<file path="src/rtl/psum_drain.sv">
// psum_drain: requantizes a PE-chain partial-sum stream into OUT_W-bit values through a small output FIFO
//   Ports:
//     clk, rst_n              clock, asynchronous active-low reset
//     in_valid/in_ready       partial-sum input handshake
//     in_psum, in_last        signed partial sum and frame-end marker
//     shift, relu_en          requant controls, captured on a frame's first beat
//     out_valid/out_ready     output handshake
//     out_data, out_last      requantized value and frame-end marker
//     sat_cnt                 saturated beats in the current or most recent frame
//     busy                    frame in progress (not IDLE)
module psum_drain #(
    parameter int PSUM_W = 24,
    parameter int OUT_W  = 8,
    parameter int DEPTH  = 4
) (
    input  logic                     clk,
    input  logic                     rst_n,
    input  logic                     in_valid,
    output logic                     in_ready,
    input  logic signed [PSUM_W-1:0] in_psum,
    input  logic                     in_last,
    input  logic        [4:0]        shift,
    input  logic                     relu_en,
    output logic                     out_valid,
    input  logic                     out_ready,
    output logic signed [OUT_W-1:0]  out_data,
    output logic                     out_last,
    output logic        [15:0]       sat_cnt,
    output logic                     busy
);
    localparam logic [1:0] IDLE   = 2'd0;
    localparam logic [1:0] STREAM = 2'd1;
    localparam logic [1:0] DRAIN  = 2'd2;
    localparam int AW = $clog2(DEPTH);
    localparam int CW = AW + 1;
    localparam logic signed [PSUM_W:0] MAXV = (PSUM_W+1)'(2**(OUT_W-1) - 1);
    localparam logic signed [PSUM_W:0] MINV = (PSUM_W+1)'(-(2**(OUT_W-1)));

    logic [1:0]              state;
    logic [4:0]              shift_q;
    logic                    relu_q;
    logic [AW-1:0]           wr_ptr, rd_ptr;
    logic [CW-1:0]           count;
    logic signed [OUT_W-1:0] mem_data [DEPTH];
    logic                    mem_last [DEPTH];

    logic                    push, pop, sat, relu_sel;
    logic [4:0]              sh_sel, sh;
    logic signed [PSUM_W:0]  ext, rnd, sum, r, r_relu, q;

    assign in_ready  = (state != DRAIN) && (count < CW'(DEPTH));
    assign out_valid = (count != '0);
    assign push      = in_valid && in_ready;
    assign pop       = out_valid && out_ready;
    assign busy      = (state != IDLE);
    // Gate with out_valid so the outputs read zero whenever the FIFO is empty.
    assign out_data  = out_valid ? mem_data[rd_ptr] : '0;
    assign out_last  = out_valid && mem_last[rd_ptr];

    // The first beat of a frame uses the live controls; later beats use the latched copy.
    always_comb begin
        sh_sel   = (state == IDLE) ? shift : shift_q;
        relu_sel = (state == IDLE) ? relu_en : relu_q;
        sh       = (sh_sel > 5'd23) ? 5'd23 : sh_sel;
        ext      = {in_psum[PSUM_W-1], in_psum};
        rnd      = (sh == 5'd0) ? '0 : ((PSUM_W+1)'(1) << (sh - 5'd1));
        sum      = ext + rnd;
        r        = sum >>> sh;
        r_relu   = (relu_sel && r < 0) ? '0 : r;
        q        = (r_relu > MAXV) ? MAXV : (r_relu < MINV) ? MINV : r_relu;
        sat      = (q != r_relu);
    end

    always_ff @(posedge clk or negedge rst_n) begin
        if (!rst_n) begin
            state   <= IDLE;
            shift_q <= '0;
            relu_q  <= 1'b0;
            wr_ptr  <= '0;
            rd_ptr  <= '0;
            count   <= '0;
            sat_cnt <= '0;
        end else begin
            if (push) begin
                wr_ptr <= wr_ptr + 1'b1;
                if (state == IDLE) begin
                    shift_q <= shift;
                    relu_q  <= relu_en;
                    sat_cnt <= sat ? 16'd1 : 16'd0;
                    state   <= in_last ? DRAIN : STREAM;
                end else begin
                    if (sat && sat_cnt != 16'hFFFF) sat_cnt <= sat_cnt + 16'd1;
                    if (in_last) state <= DRAIN;
                end
            end
            if (pop) begin
                rd_ptr <= rd_ptr + 1'b1;
                if (state == DRAIN && out_last) state <= IDLE;
            end
            count <= count + CW'(push) - CW'(pop);
        end
    end

    // Storage needs no reset: the pointers and count define what is valid.
    always_ff @(posedge clk) begin
        if (push) begin
            mem_data[wr_ptr] <= q[OUT_W-1:0];
            mem_last[wr_ptr] <= in_last;
        end
    end
endmodule
</file>
<file path="config.mk">
export PLATFORM = sky130hd
export DESIGN_NAME = psum_drain
export DESIGN_NICKNAME = d
export VERILOG_FILES = /design/src/rtl/psum_drain.sv
export SDC_FILE = /design/constraint.sdc
export NUM_CORES = 1
export LEC_CHECK = 0
export CAP_MARGIN = 20
export CORE_ASPECT_RATIO = 0.9
export CORE_MARGIN = 2
export CORE_UTILIZATION = 55
export CTS_BUF_LIST = sky130_fd_sc_hd__clkbuf_16
export DETAILED_ROUTE_END_ITERATION = 8
export PLACE_DENSITY = 0.82
export SLEW_MARGIN = 20
export SYNTH_ARGS = -nofsm -noshare
export SYNTH_HDL_FRONTEND = slang
export SYNTH_SLANG_ARGS = --single-unit
</file>
<file path="constraint.sdc">
create_clock -name clk -period 20.9 [get_ports clk]
set_clock_uncertainty 0.15 [all_clocks]
set_input_delay 5.225 -clock clk [delete_from_list [all_inputs] [get_ports clk]]
set_output_delay 5.225 -clock clk [all_outputs]
set_load 0.05 [all_outputs]
</file>
==> run metrics, run 1 <==
final setup TNS=0 ns; Max Cap Viol=0; Worst setup EP type=flop; nets=950; Num CTS Buffers=9; Initial Util=0.558; number of synthesized flops with an enable pin=36; Startpoint Class=input port; Area Overhead vs Synth=12.7%; # port buffers=62; global-route wire length before repair=around 35 mm; status=complete, no violations; total iterations of the first detailed-routing run=6; clk buf depth=2; I/O pin count=63; Tightest Pin Transition=1.03 ns; Die H=111 um; global route overflow=0; post-route DRC violation count=0; CTS Sinks=67; post-synthesis cell area=7030 um2; largest net degree at the start of global routing=32; Core Area=12,600 um2; Worst Setup Path Type=input port to flop; worst hold path class=flop to flop; drt total wl=22.0 mm; Post-CTS Setup Repair Bufs=0; Final Hold Viols=0; hold_ws=0.339 ns; Main synth FF type=edfxtp_1; combined area of the multi-input logic cells=4790 um2; Routed Antenna Nets=0; worst skew pair latency=0.33 ns; Die ar.=13,700 um2; asr flop ratio synth=0.463; hold-fix buffer count after cts=0; clock root cell=clkbuf_16; Mapped Avg Cell Area=8.27 um2; syn nets=919; H-tree Lvls=3; Seq cells post-synth=67; Slew HR=0.312; Final setup viols=0; Setup WS post-layout=roughly 7.5 ns; hpwl dp=16.9 mm; All-Layer GR Usage=0.325; RSZ-0062 raised after global routing=false; Worst Path Max Fanout=30; vias per cell=about 6.9; Max VDD drop=104 uV; Die X=between 100 and 150 um; post-synth cell types=100; clock tree from TritonCTS=built; routed via count=7,251; initial antenna violation count=0; PD cells=around 180 nW/um2; 1st-iter DRT viols=906; Critical Path AT=13.37 ns; Post-CTS Resized=0; Seq/Total Area, Yosys=0.264; routability cong.=1.09; layout cells sized above 1=0.0892; n_diodes=0; Final Cycle Share=0.639; Reg clk slew, reported paths=about 0.060 ns; Synth Instances=850; Sequential cell area=1860 um2; WP data required=20.91 ns; number of global-route vias before repair=6,622; Fillers=1,100; leak pwr=3.03 nW; Tot Pwr=approximately 1.4 mW; row cnt=39; Synthesis Warnings=0; Routed wire per std cell=21.0 um; min Tclk post-route=approximately 13 ns; pre-CTS setup slack=7.26 ns; max-slew violation count=0; highest clock rate=74.9 MHz
## worst max-delay path, stage by stage
cell and delay, ns:
clkdlybuf4s50_1 0.49, nand4bb_1 0.26, nand2_1 0.20, nor2_1 0.71, nand2_1 0.66, nor3_1 0.61, ha_1 0.44, a21oi_1 0.21
nand2_1 0.12, o21ai_2 0.31, a2bb2oi_2 0.29, mux2i_2 0.70, o32ai_1 0.16, a211oi_1 0.22, nand4_1 0.18, a2111oi_0 0.48
nand4_1 0.19, nand2b_1 0.19, ha_1 0.39, o31a_1 0.18, o31ai_4 0.82, or3_1 0.22, a21oi_1 0.07
## synthesized netlist by cell type, types with 4 or more instances
| master | n | area (um2) |
|---|---|---|
| buf_6 | 4 | 45.0 |
| or4_1 | 8 | 60.1 |
| o21ai_0 | 33 | 165 |
| xnor2_1 | 13 | 114 |
| ha_1 | 32 | 400 |
| o31ai_1 | 15 | 113 |
| edfxtp_1 | 36 | 1080 |
| nand4_1 | 15 | 93.8 |
| nor2_1 | 85 | 319 |
| a22oi_1 | 4 | 30.0 |
| nand2_1 | 94 | 353 |
| mux2i_1 | 19 | 190 |
| inv_1 | 32 | 120 |
| or3_1 | 10 | 62.6 |
| xor2_1 | 9 | 78.8 |
| clkbuf_1 | 16 | 60.1 |
| a31oi_1 | 7 | 43.8 |
| o22ai_1 | 10 | 62.6 |
| buf_2 | 19 | 95.1 |
| and2_1 | 15 | 93.8 |
| a2bb2oi_1 | 5 | 43.8 |
| a21oi_1 | 67 | 335 |
| a211oi_1 | 8 | 60.1 |
| o21bai_1 | 8 | 60.1 |
| nand3_1 | 21 | 105 |
| o21ai_1 | 25 | 125 |
| a2111o_1 | 4 | 45.0 |
| o21a_1 | 6 | 45.0 |
| o211ai_1 | 11 | 82.6 |
| nor3_1 | 20 | 100 |
| and3_1 | 14 | 87.6 |
| o21ai_2 | 6 | 52.6 |
| nand2b_1 | 6 | 37.5 |
| dfrtp_1 | 31 | 776 |
| o221ai_1 | 10 | 87.6 |
| a21o_1 | 10 | 75.1 |
| mux4_2 | 9 | 203 |
| buf_4 | 7 | 52.6 |
## final cells by class
cell class | count | area share
Tap cell | 164 | 0.0259
Clock inverter | 7 | 0.00663
Multi-Input combinational cell | 701 | 0.604
Inverter | 33 | 0.0156
Sequential cell | 67 | 0.234
Timing Repair Buffer | 69 | 0.0849
Clock buffer | 9 | 0.0284
## state kept, by name, indices dropped and copies added, names as in the netlist, 2 cells and up
name,count
wr_ptr,2
mem_data,32
mem_last,4
state,2
rd_ptr,2
sat_cnt,16
count,3
shift_q,5
## layer usage
| layer | track usage | part of all wire | routed length, um | vias up |
|---|---|---|---|---|
| met4 | 0.0758 | 0.017 | 363 | 0 |
| li1 | - | - | - | 3323 |
| met1 | 0.507 | 0.45 | 9830 | 3401 |
| met5 | 0 | 0 | 0 | - |
| met3 | 0.0710 | 0.12 | 2650 | 51 |
| met2 | 0.451 | 0.42 | 9160 | 476 |
## path summary, 6_finish.rpt
kind	startpoint	to	slack, ns	depth (start not counted)
hold / removal	relu_q	relu_q	0.34	2
setup / recovery	shift[3]	sat_cnt[3]	7.54	23
min in group asynchronous	rst_n	wr_ptr[1]	5.13	2
max in group asynchronous	rst_n	count[0]	15.18	2
hold reg to reg	relu_q	relu_q	0.34	2
setup reg to reg	state[1]	sat_cnt[3]	12.20	23
## power by group
part | switching (mW) | internal [mW]
sequential | 0.0338 | 0.184
combinational | 0.724 | 0.348
clock | 0.0571 | 0.0809
## through the flow
step | instance area (um2) | util | std cells
after floorplan | 7030 | - | 850
after global placement | 7640 | 0.607 | 1034
after detailed placement | 7640 | 0.607 | 1034
after CTS | 7920 | 0.629 | 1050
after global routing | 7930 | 0.630 | 1050
final | 7930 | 0.630 | 1050
## layout by cell type (no fill, tap or decap), types with 8 or more instances in the layout
cell,synthesis,layout
nand2_1,94,94
nor2_1,85,85
a21oi_1,67,67
clkdlybuf4s50_1,0,62
edfxtp_1,36,36
o21ai_0,33,33
inv_1,32,32
ha_1,32,32
dfrtp_1,31,31
o21ai_1,25,25
nand3_1,21,21
nor3_1,20,20
mux2i_1,19,18
and2_1,15,15
o31ai_1,15,15
nand4_1,15,15
and3_1,14,14
xnor2_1,13,13
o211ai_1,11,11
or3_1,10,10
a21o_1,10,10
o22ai_1,10,10
o221ai_1,10,10
xor2_1,9,9
mux4_2,9,9
clkbuf_16,0,9
o21bai_1,8,8
a211oi_1,8,8
or4_1,8,8
## logic make-up (layout without fill, tap and decap cells)
kind of cell,after synthesis,in the layout,synth area share
compound gates,296,296,0.303
other cells,1,1,0.000533
flops,67,67,0.264
simple gates,314,314,0.220
xor+xnor,24,24,0.0320
buf+inv,82,118,0.0552
mux,32,32,0.0623
fa+ha+maj,34,34,0.0626
Power figures use the tool's default switching activity.
==> run 2: changes to the inputs <==
--- a/config.mk
+++ b/config.mk
@@ -8,10 +8,10 @@
 export CAP_MARGIN = 20
 export CORE_ASPECT_RATIO = 0.9
 export CORE_MARGIN = 2
-export CORE_UTILIZATION = 55
+export CORE_UTILIZATION = 54
 export CTS_BUF_LIST = sky130_fd_sc_hd__clkbuf_16
 export DETAILED_ROUTE_END_ITERATION = 8
-export PLACE_DENSITY = 0.82
+export PLACE_DENSITY = 0.83
 export SLEW_MARGIN = 20
 export SYNTH_ARGS = -nofsm -noshare
 export SYNTH_HDL_FRONTEND = slang
==> constraint.sdc (replaced) <==
create_clock -name clk -period 11.2 [get_ports clk]
set_clock_uncertainty 0.15 [all_clocks]
set_input_delay 2.8 -clock clk [delete_from_list [all_inputs] [get_ports clk]]
set_output_delay 2.8 -clock clk [all_outputs]
set_load 0.05 [all_outputs]
==> run metrics, run 2 (synthesized netlist as in run 1, its figures left out) <==
1st-iter DRT viols=958; CP bufs+invs=2; # port buffers=62; Tightest Pin Transition=1.12 ns; hpwl dp=17.1 mm; Area Overhead vs Synth=14.2%; CP cell instances=clkdlybuf4s50_1, nand4bb_1, nand2_1, nor2_1, nand2_1, nor3_1, ha_1, a21oi_1, nand2_1, o21ai_2, a2bb2oi_2, mux2i_1, mux2i_1, a221oi_1, o21ai_1, nor4_1, nand4_1, nand2b_1, ha_1, o31a_1, o31ai_4, buf_4, or4_1, a21oi_1; max-slew violation count=0; Reg clk slew, reported paths=0.05 ns; total iterations of the first detailed-routing run=7; Crit-path slowest cell=mux2i_1; Core Area=12,700 um2; worst hold path class=flop to flop; routed via count=7,301; Final Cycle Share=0.935; Die H=112 um; Critical Path AT=around 11 ns; flip-flop count of the largest register after layout=32; clock tree from TritonCTS=built; routability cong.=1.12; nets=960; worst skew pair latency=between 0.3 and 0.4 ns; Num CTS Buffers=9; largest net degree at the start of global routing=32; highest clock rate=95.4 MHz; most frequent cells in the layout=nand2_1, nor2_1, a21oi_1, clkdlybuf4s50_1, edfxtp_1; Final setup viols=0; layout cells sized above 1=0.0938; post-route DRC violation count=0; Worst setup EP type=flop; I/O pin count=63; CP most frequent cell=nand2_1; drt total wl=22.5 mm; leak pwr=3.10 nW; final setup TNS=0 ns; number of global-route vias before repair=6,878; Post-CTS Resized=0; Biggest register=mem_data; M1 GR Usage=0.469; status=complete, no violations; global route overflow=0; met3 Use GR=0.0963; Final Hold Viols=0; most common cell after layout, fill and taps aside=nand2_1; crit-path leading delay family=simple AND/OR/NAND/NOR gates; GR Util met2=0.459; Initial Util=0.554; global-route wire length before repair=about 36 mm; clock root cell=clkbuf_16; min Tclk post-route=10.48 ns; CTS Sinks=67; Post-CTS Setup Repair Bufs=0; Worst Path Max Fanout=30; clk buf depth=2; hold-fix buffer count after cts=0; vias per cell=roughly 7; CP peak stage delay=around 0.94 ns; Max Cap Viol=0; Die ar.=13,900 um2; Routed wire per std cell=21.3 um; biggest regs=mem_data: 32 flops, sat_cnt: 16 flops, shift_q: 5 flops; All-Layer GR Usage=0.321; Worst Setup Path Type=input port to flop; Routed Antenna Nets=0; Die X=roughly 120 um; H-tree Lvls=3; Startpoint Class=input port; Slew HR=0.235; initial antenna violation count=0; GRT busiest layer=met1; WP data required=11.29 ns; RSZ-0062 raised after global routing=false; hold_ws=0.330 ns; n_diodes=0; Max VDD drop=204 uV; PD cells=342 nW/um2; row cnt=39
-- run 2: cell count changes in the layout (fill, tap and decap cells not counted) --
cell / previous run / this run
mux2i_1: 18 / 19
clkinvlp_4: 1 / 0
clkinv_2: 2 / 0
bufinv_16: 0 / 2
inv_1: 32 / 33
clkinv_1: 0 / 3
mux2i_2: 1 / 0
clkinv_4: 2 / 1
inv_6: 2 / 0
buf_4: 7 / 17
-- run 2: layout make-up --
| type | count | area (um2) |
|---|---|---|
| Fill cell | 1068 | 4660 |
| Sequential cell | 67 | 1860 |
| Multi-Input combinational cell | 701 | 4790 |
| Clock buffer | 9 | 225 |
| Clock inverter | 7 | 83.8 |
| Inverter | 33 | 124 |
| Tap cell | 164 | 205 |
| Timing Repair Buffer | 79 | 748 |
-- run 2: worst paths after layout --
kind	slack, ns	to	cells past startpoint	startpoint
setup / recovery	0.72	sat_cnt[13]	24	shift[4]
hold / removal	0.33	relu_q	2	relu_q
setup reg to reg	2.92	sat_cnt[13]	24	state[1]
hold reg to reg	0.33	relu_q	2	relu_q
max in group asynchronous	7.90	shift_q[0]	2	rst_n
min in group asynchronous	2.71	state[1]	2	rst_n
-- run 2: worst reg2reg max path, cell delays in order, from the launching register on --
cell and delay, ns:
dfrtp_1 0.59, nor2_4 0.16, inv_2 0.26, o21ai_2 0.19, nor2_1 0.72, nand2_1 0.16
nor3_1 0.47, ha_1 0.46, a21oi_1 0.24, nand2_1 0.13, o21ai_2 0.32, a2bb2oi_2 0.27
mux2i_1 0.95, mux2i_1 0.31, a221oi_1 0.28, o21ai_1 0.13, nor4_1 0.32, nand4_1 0.18
nand2b_1 0.19, ha_1 0.45, o31a_1 0.26, o31ai_4 0.07, buf_4 0.23, or4_1 0.51
a21oi_1 0.19
-- run 2: per-layer routing --
layer | wire length, um | up-vias
li1 | - | 3327
met1 | 9730 | 3414
met2 | 9390 | 485
met3 | 2800 | 75
met4 | 617 | 0
met5 | 0 | -
-- run 2: stage by stage --
stage	setup WS, ns	area (um2)	util	power [mW]	cells
floorplan	2.42	7030	-	1.79	850
global route	0.231	8030	0.633	2.88	1060
finish	0.723	8030	0.633	2.74	1060
detailed placement	0.755	7720	0.608	2.35	1044
global placement	0.915	7720	0.608	2.37	1044
CTS	1.03	8030	0.633	2.65	1060
-- run 2: power by group --
group          leakage, nW  internal [mW]  switching, mW  total [mW]
clock                0.153          0.192         0.0974       0.289
sequential           0.720          0.343         0.0657       0.409
combinational         2.23          0.681           1.37        2.05
total                 3.10           1.22           1.53        2.74
